## src/rtl/mem_access_unit.sv

```systemverilog
// Load/store unit between the core datapath and a word-addressed synchronous data memory.
// Sub-word stores use read-modify-write; bad accesses complete with fault and never reach memory.
module mem_access_unit #(
    parameter int ADDR_WIDTH = 32
) (
    input  logic                  clk,
    input  logic                  reset,
    input  logic                  start,
    input  logic                  is_store,
    input  logic [2:0]            funct3,
    input  logic [ADDR_WIDTH-1:0] addr,
    input  logic [31:0]           wdata,
    output logic [31:0]           load_data,
    output logic                  done,
    output logic                  fault,
    output logic                  busy,
    output logic [ADDR_WIDTH-1:0] mem_addr,
    output logic [31:0]           mem_wdata,
    output logic                  mem_we,
    input  logic [31:0]           mem_rdata
);

    typedef enum logic [2:0] {
        IDLE    = 3'd0,
        READ    = 3'd1,
        CAPTURE = 3'd2,
        WRITE   = 3'd3,
        DONE    = 3'd4
    } state_t;

    state_t                  state_q;
    logic                    store_q;
    logic [2:0]              funct3_q;
    logic [ADDR_WIDTH-1:0]   addr_q;
    logic [15:0]             wdata_q;
    logic [31:0]             load_data_q;
    logic                    done_q;
    logic                    fault_q;
    logic                    busy_q;
    logic [31:0]             mem_wdata_q;
    logic                    mem_we_q;

    logic                    supported_d;
    logic                    misaligned_d;
    logic                    bad_d;
    logic [7:0]              byte_d;
    logic [15:0]             half_d;
    logic [31:0]             load_ext_d;
    logic [31:0]             merged_d;
    logic [3:0]              lane_sel_d;

    // Classification looks at the live inputs because it is only used on the accepting edge.
    always_comb begin
        supported_d  = 1'b0;
        misaligned_d = 1'b0;
        if (is_store) begin
            supported_d = (funct3 == 3'b000) || (funct3 == 3'b001) || (funct3 == 3'b010);
        end else begin
            supported_d = (funct3 == 3'b000) || (funct3 == 3'b001) || (funct3 == 3'b010)
                       || (funct3 == 3'b100) || (funct3 == 3'b101);
        end
        if (funct3[1:0] == 2'b01) begin
            misaligned_d = addr[0];
        end else if (funct3[1:0] == 2'b10) begin
            misaligned_d = (addr[1:0] != 2'b00);
        end
        bad_d = !supported_d || misaligned_d;
    end

    always_comb begin
        byte_d     = mem_rdata[{addr_q[1:0], 3'b000} +: 8];
        half_d     = addr_q[1] ? mem_rdata[31:16] : mem_rdata[15:0];
        load_ext_d = mem_rdata;
        case (funct3_q)
            3'b000:  load_ext_d = {{24{byte_d[7]}}, byte_d};
            3'b001:  load_ext_d = {{16{half_d[15]}}, half_d};
            3'b100:  load_ext_d = {24'd0, byte_d};
            3'b101:  load_ext_d = {16'd0, half_d};
            default: load_ext_d = mem_rdata;
        endcase
    end

    // Store merge: each byte lane takes store data if selected, else keeps the memory byte.
    generate
        for (genvar gi = 0; gi < 4; gi++) begin : g_lane
            localparam logic [1:0] LANE = 2'(gi);
            assign lane_sel_d[gi] = (funct3_q[1:0] == 2'b00) ? (addr_q[1:0] == LANE)
                                                             : (addr_q[1] == LANE[1]);
            assign merged_d[8*gi +: 8] = !lane_sel_d[gi]          ? mem_rdata[8*gi +: 8] :
                                         (funct3_q[1:0] == 2'b00) ? wdata_q[7:0]
                                                                  : wdata_q[8*(gi%2) +: 8];
        end
    endgenerate

    always_ff @(posedge clk) begin
        if (reset) begin
            state_q     <= IDLE;
            store_q     <= 1'b0;
            funct3_q    <= 3'd0;
            addr_q      <= '0;
            wdata_q     <= 16'd0;
            load_data_q <= 32'd0;
            done_q      <= 1'b0;
            fault_q     <= 1'b0;
            busy_q      <= 1'b0;
            mem_wdata_q <= 32'd0;
            mem_we_q    <= 1'b0;
        end else begin
            done_q   <= 1'b0;
            mem_we_q <= 1'b0;
            case (state_q)
                IDLE: begin
                    if (start) begin
                        store_q  <= is_store;
                        funct3_q <= funct3;
                        addr_q   <= addr;
                        wdata_q  <= wdata[15:0];
                        busy_q   <= 1'b1;
                        fault_q  <= bad_d;
                        if (bad_d) begin
                            state_q <= DONE;
                            done_q  <= 1'b1;
                        end else if (is_store && (funct3 == 3'b010)) begin
                            state_q     <= WRITE;
                            mem_we_q    <= 1'b1;
                            mem_wdata_q <= wdata;
                        end else begin
                            state_q <= READ;
                        end
                    end
                end
                READ: begin
                    state_q <= CAPTURE;
                end
                CAPTURE: begin
                    if (store_q) begin
                        state_q     <= WRITE;
                        mem_we_q    <= 1'b1;
                        mem_wdata_q <= merged_d;
                    end else begin
                        state_q     <= DONE;
                        done_q      <= 1'b1;
                        load_data_q <= load_ext_d;
                    end
                end
                WRITE: begin
                    state_q <= DONE;
                    done_q  <= 1'b1;
                end
                DONE: begin
                    state_q <= IDLE;
                    busy_q  <= 1'b0;
                end
                default: begin
                    state_q <= IDLE;
                    busy_q  <= 1'b0;
                end
            endcase
        end
    end

    assign mem_addr  = {addr_q[ADDR_WIDTH-1:2], 2'b00};
    assign load_data = load_data_q;
    assign done      = done_q;
    assign fault     = fault_q;
    assign busy      = busy_q;
    assign mem_wdata = mem_wdata_q;
    assign mem_we    = mem_we_q;

endmodule

```

## config.mk

```make
export PLATFORM = sky130hd
export DESIGN_NAME = mem_access_unit
export DESIGN_NICKNAME = d
export VERILOG_FILES = /design/src/rtl/mem_access_unit.sv
export SDC_FILE = /design/constraint.sdc
export NUM_CORES = 1
export LEC_CHECK = 0
export ABC_AREA = 1
export CAP_MARGIN = 20
export CORE_MARGIN = 2
export CORE_UTILIZATION = 48
export CTS_BUF_LIST = sky130_fd_sc_hd__clkbuf_16
export CTS_CLUSTER_DIAMETER = 60
export DETAILED_ROUTE_END_ITERATION = 8
export GPL_ROUTABILITY_DRIVEN = 0
export GPL_TIMING_DRIVEN = 0
export PLACE_DENSITY = 0.79
export SKIP_LAST_GASP = 1
export SYNTH_ARGS = -nofsm -noshare
export SYNTH_HDL_FRONTEND = slang
export SYNTH_SLANG_ARGS = --single-unit
```

## constraint.sdc

```tcl
create_clock -name clk -period 1.4 [get_ports clk]
set_input_delay 0.35 -clock clk [delete_from_list [all_inputs] [get_ports clk]]
set_output_delay 0.35 -clock clk [all_outputs]
set_load 0.02 [all_outputs]
```

==> metrics.txt, run 1 <==
final worst slack -0.103 ns; Critical Path Max Stage Delay 0.32 ns; H-Tree Depth 4; Pint 7230 µW; Reg-to-Reg End load_data[15]; chip width 121 µm; Seq. cell area 2480 µm²; Hold Buf Count CTS 0; area of the multi-input gates 3490 µm²; vias in the first global route 6993; final hold violation count 0; ordered cell list for the critical path buf_8, buf_4, buf_4, clkbuf_2, nor2_1, nand2_1, nand2_1, a21oi_1; total CTS buffers 17; Initial Util 49.4%; Slew Viols, Final 0; DP Wirelength 16500 µm; routed length per instance 16.5 µm; flops & latches, synth 123; failing checks negative setup slack; core region area 13300 µm²; clock transition at the registers of the reported paths 0.05 ns; Mapped Cells 994; Nets 1349; Clock Skews 0.00540 ns; DRC Markers 0; critical path startpoint category flip-flop; status complete, but fails checks; FMAX 665 MHz; Register-to-Register Path Depth 8; worst reg2reg path startpoint funct3_q[1]; Buffers on Ports 200; CTS tree done; final count of negative-setup-slack endpoints 33; height of the die 121 µm; R2R setup slack -0.10 ns; share of cells above drive strength 1 27.8%; Sequential Power Share 36.5%; max-cap violations 0; crit path max fanout 10; Sink Count 123; Power Density 1060 nW/µm²; Required @ worst endpoint 1.70 ns; NetSw 3250 µW; worst skew pair latency 0.43 ns; CP endpoint kind flip-flop; Seq/Total Area, Yosys 37.3%; IO Pins 203; Setup crit start funct3_q[1]; pin count of the biggest net entering global routing 17; DR iter-0 viols 716; max_slew headroom 60.5%; slowest cell on the critical path dfxtp_2; Synth cell types 36; switching share of power 31.0%; critical path class flip-flop to flip-flop; vias per cell 5.33; maximum vdd drop 0.809 mV; ANT nets after route 0; Ant. Diodes 0; Worst-Margin Slew 0.592 ns; min Tclk post-route 1.50 ns; LEAKAGE 0.00485 µW; Setup WS pre-CTS -0.787 ns; GRT Total Usage 30.8%; clk buf depth 2; Syn Std Cell Area 6600 µm²; Hold WC Path Type primary input to flip-flop; Worst Path Arrival 1.81 ns; Logic pwr share 26.1%; final worst-path cycle share 107%; RSZ-0062 raised after global routing yes; die area 14700 µm²; Post-Route WL 23700 µm; DRT Pass-1 Iters 6; total placed cells including tap cells 1371; critical path endpoint load_data[15]; Clock power frac 37.4%; vias after detailed routing 7651; initial antenna violation count 0; Yosys Warn Count 0; Rows 42; syn avg cell area 6.64 µm²; Layout area overhead 49.7%; final std cells w/o fill 1435; grt total ovfl 0; Fillers 1090; first-pass GRT wire length 34900 µm; CTS root buf clkbuf_16
synth_stat cells, drive strengths merged:
| master | n | area [µm²] |
|---|---|---|
| nand3 | 93 | 483 |
| a22oi | 1 | 7.51 |
| nand4 | 2 | 12.5 |
| inv | 105 | 404 |
| conb | 1 | 3.75 |
| o21ai | 116 | 592 |
| clkbuf | 18 | 68.8 |
| or2 | 8 | 50.1 |
| o21bai | 16 | 120 |
| o211ai | 6 | 45.0 |
| buf | 72 | 539 |
| clkinv | 1 | 3.75 |
| nor2 | 109 | 453 |
| a31oi | 3 | 18.8 |
| nand3b | 1 | 7.51 |
| dfxtp | 123 | 2460 |
| nand2 | 261 | 1040 |
| a21oi | 58 | 290 |
cell usage in the layout, fill, tap and decap left out, drive strengths merged:
cell	instances
a21oi	58
a22oi	1
a31oi	3
buf	160
bufinv	1
clkbuf	40
clkdlybuf4s15	37
clkdlybuf4s50	97
clkinv	12
clkinvlp	1
conb	2
dfxtp	123
dlygate4sd2	4
dlymetal6s2s	1
inv	107
nand2	261
nand3	93
nand3b	1
nand4	2
nor2	109
o211ai	6
o21ai	116
o21bai	16
or2	8
per-stage QoR:
stage	util [%]	instance area (µm²)	setup TNS [ns]	hold slack [ns]	power [µW]
after floorplan	-	6600	0	0.419	5280
after global placement	66.1	8830	-63.73	0.451	6190
after detailed placement	66.1	8830	-65.65	0.463	6210
after CTS	71.1	9490	-0.727	0.337	10100
after global routing	74.0	9880	-4.73	0.286	10900
final	74.0	9880	-1.18	0.248	10500
how the worst min path moves through the flow:
stage	from	cells past startpoint	end
finish	funct3[1]	3	funct3_q[1]
global route	funct3[1]	3	funct3_q[1]
CTS	funct3[2]	3	funct3_q[2]
detailed placement	wdata_q[15]	2	wdata_q[15]
global placement	busy	2	busy
floorplan	reset	1	busy
layout make-up:
cell class,count,share of cell area (%)
plain buffers,89,7.27
clock buffers,17,4.30
clock inverters,15,0.924
inverters,106,4.22
multi-input cells,676,35.3
flip-flops and latches,123,25.1
well taps,176,2.23
repair buffers,233,20.7
worst max-delay path: cells and delay by family (launching register included):
family	cells	cell delay (ns)
flops	1	0.32
compound gates	1	0.07
buf+inv	4	0.60
simple gates	3	0.39
flip-flops by register name, summed over array words and instances, names as in the netlist:
name       flops
addr_q        32
busy           1
done           1
fault          1
funct3_q       3
load_data     32
mem_wdata     32
mem_we         1
state_q        3
store_q        1
wdata_q       16
what timing repair did:
| item | 4_1_cts | 5_1_grt |
|---|---|---|
| hold endpoints to repair | 0 | 0 |
| cloned | 1 | 6 |
| pin swaps | 11 | 39 |
| setup endpoints to repair | 192 | 133 |
| buffers inserted | 7 | 19 |
| resized for setup | 389 | 151 |
kinds of logic (layout without fill, tap and decap cells):
| group | count (synthesis) | after routing | synth area share, % |
|---|---|---|---|
| DFF | 123 | 123 | 37.3 |
| AOI/OAI and AO/OA | 200 | 200 | 16.3 |
| buffers and inverters | 196 | 460 | 15.4 |
| other | 1 | 2 | 0.0568 |
| and+or+nand+nor | 474 | 474 | 31.0 |
layer usage:
| metal | global-route usage [%] | wire length, µm |
|---|---|---|
| met2 | 50.4 | 10900 |
| met4 | 13.4 | 1040 |
| met3 | 11.4 | 2800 |
| met5 | 0 | 0 |
| met1 | 36.3 | 8970 |
power groups by stage:
stage,sequential (µW),combinational [µW],clock [µW]
2_1_floorplan,3900,1380,0
3_3_place_gp,3870,2320,0
3_5_place_dp,3870,2340,0
4_1_cts,3810,2350,3930
5_1_grt,3850,2930,4110
6_report,3830,2730,3920
No activity file was read; power rests on OpenSTA's default activity.
==> run 2: changes to the inputs <==
CORE_UTILIZATION = 60   (was 48)
DONT_BUFFER_PORTS = 1   (was unset)
MAX_ROUTING_LAYER = met4   (was unset)
PLACE_DENSITY = 0.73   (was 0.79)
==> metrics.txt, run 2 (same netlist as run 1, synthesis figures left out) <==
pin count of the biggest net entering global routing 17 (unchanged); Post-Route WL 21300 µm (-10%); max_slew headroom 51.4% (-9.1 points); Setup WS pre-CTS -0.209 ns (+0.578 ns); ANT nets after route 0 (unchanged); R2R setup slack -0.14 ns (-0.03 ns); GRT Total Usage 33.7% (+2.9 points); DR iter-0 viols 834 (+16%); setup_tns -1.90 ns (-0.724 ns); crit path max fanout 8 (-2); DRT Pass-1 Iters 8 (+2); maximum vdd drop 1.05 mV (+29%); Buffers on Ports 0 (-100%); Worst-Margin Slew 0.729 ns (+0.137 ns); clk buf depth 2 (unchanged); routed length per instance 17.6 µm (+6.5%); total CTS buffers 17 (unchanged); Register-to-Register Path Depth 8 (unchanged); Worst Path Arrival 1.84 ns (+0.03 ns); CTS tree done; most frequent cells in the layout 238 x nand2_1, 117 x dfxtp_1, 103 x inv_1; critical path startpoint category flip-flop; final count of negative-setup-slack endpoints 49 (+48%); Reg-to-Reg End load_data[31]; chip width 109 µm (-10%); core region area 10800 µm² (-19%); max-cap violations 0 (unchanged); first-pass GRT wire length 29400 µm (-16%); final worst slack -0.138 ns (-0.0350 ns); commonest non-fill, non-tap cell in the layout nand2_1; CP endpoint kind flip-flop; Ant. Diodes 0 (unchanged); critical path class flip-flop to flip-flop; Rows 38 (-9.5%); Layout area overhead 25.3%; LEAKAGE 0.00406 µW (-16%); worst hold stages 2 (-1); IO Pins 203 (unchanged); Slew Viols, Final 0 (unchanged); clock transition at the registers of the reported paths 0.05 ns (about the same); Clock Skews 0.00932 ns (+0.00392 ns); vias in the first global route 5832 (-17%); initial antenna violation count 0 (unchanged); grt total ovfl 0 (unchanged); height of the die 109 µm (-10%); ordered cell list for the critical path nor2_4, nand2_4, nor2_4, buf_8, clkbuf_16, o21ai_2, o21bai_1, inv_1; die area 11900 µm² (-19%); Setup crit start state_q[2]; DP Wirelength 14400 µm (-13%); DRC Markers 0 (unchanged); cell mode on critical path nor2_4; CTS root buf clkbuf_16; final hold violation count 0 (unchanged); FMAX 650 MHz (-2.3%); vias per cell 5.71 (+7.0%); Power Density 1280 nW/µm² (+20%); Fillers 797 (-27%); vias after detailed routing 6889 (-10%); Worst Min Path Start addr[19]; failing checks negative setup slack; Initial Util 61.2% (+12 points); Critical Path Max Stage Delay 0.33 ns (about the same); status complete, but fails checks; final worst-path cycle share 110% (+2.5 points); worst reg2reg path startpoint state_q[2]; Nets 1157 (-14%); share of cells above drive strength 1 21.6% (-6.2 points); slowest cell on the critical path dfxtp_2; Required @ worst endpoint 1.71 ns (about the same); Hold WC Path Type primary input to flip-flop; H-Tree Depth 4 (unchanged); min Tclk post-route 1.54 ns (+0.0350 ns); RSZ-0062 raised after global routing yes; Sink Count 123 (unchanged); WHS Endpoint addr_q[19]; worst skew pair latency 0.43 ns (about the same)
## run 2: worst max path at each step
stage,slack [ns],cells after the start,end
after floorplan,0.11,9,mem_wdata[16]
after global placement,-0.19,6,load_data[4]
after detailed placement,-0.21,6,load_data[4]
after CTS,-0.08,9,mem_wdata[20]
after global routing,-0.17,8,load_data[31]
final,-0.14,8,load_data[31]
## run 2: worst max-delay path, delay by kind of cell (launching register included)
kind,cells,cell delay [ns]
flops,1,0.33
compound gates,2,0.22
simple gates,3,0.45
buf+inv,3,0.43
## run 2: final cells by class
cell class | count | area, µm² | area share (%)
flip-flops and latches | 123 | 2470 | 29.9
plain buffers | 89 | 719 | 8.70
well taps | 140 | 175 | 2.12
multi-input cells | 676 | 3430 | 41.5
repair buffers | 41 | 464 | 5.61
inverters | 106 | 418 | 5.05
clock buffers | 17 | 425 | 5.14
clock inverters | 15 | 166 | 2.01
## run 2: report_power, final
part | leakage, µW | switching (µW) | internal [µW] | total (µW)
Combinational | 0.00274 | 1380 | 845 | 2220
Clock | 0.000311 | 1560 | 2910 | 4470
Sequential | 0.00101 | 163 | 3700 | 3870
Total | 0.00406 | 3100 | 7460 | 10600
## run 2: layer usage
| metal | share of wire (%) | global-route usage, % | vias to the layer above | wire length [µm] |
|---|---|---|---|---|
| li1 | - | - | 3259 | - |
| met1 | 37 | 41.4 | 2992 | 7910 |
| met2 | 44 | 50.8 | 499 | 9310 |
| met3 | 12 | 9.09 | 139 | 2600 |
| met4 | 6.8 | 17.5 | 0 | 1450 |
| met5 | 0 | - | - | 0 |
## run 2: through the flow
stage	power, µW	util (%)	hold WS (ns)	std cells	instance area [µm²]
4_1_cts	10100	69.6	0.0624	1174	7510
3_5_place_dp	5650	62.8	0.422	1135	6780
5_1_grt	10900	76.7	0.0626	1207	8270
2_1_floorplan	5280	-	0.419	995	6600
3_3_place_gp	5630	62.8	0.421	1135	6780
6_report	10600	76.7	0.0635	1207	8270
## run 2: repair_timing
action	4_1_cts	5_1_grt
setup endpoints to repair	65	107
buffers inserted	6	23
hold buffers	1	0
cloned	0	11
pin swaps	3	40
resized for setup	22	137
endpoints found under the hold margin	5	0
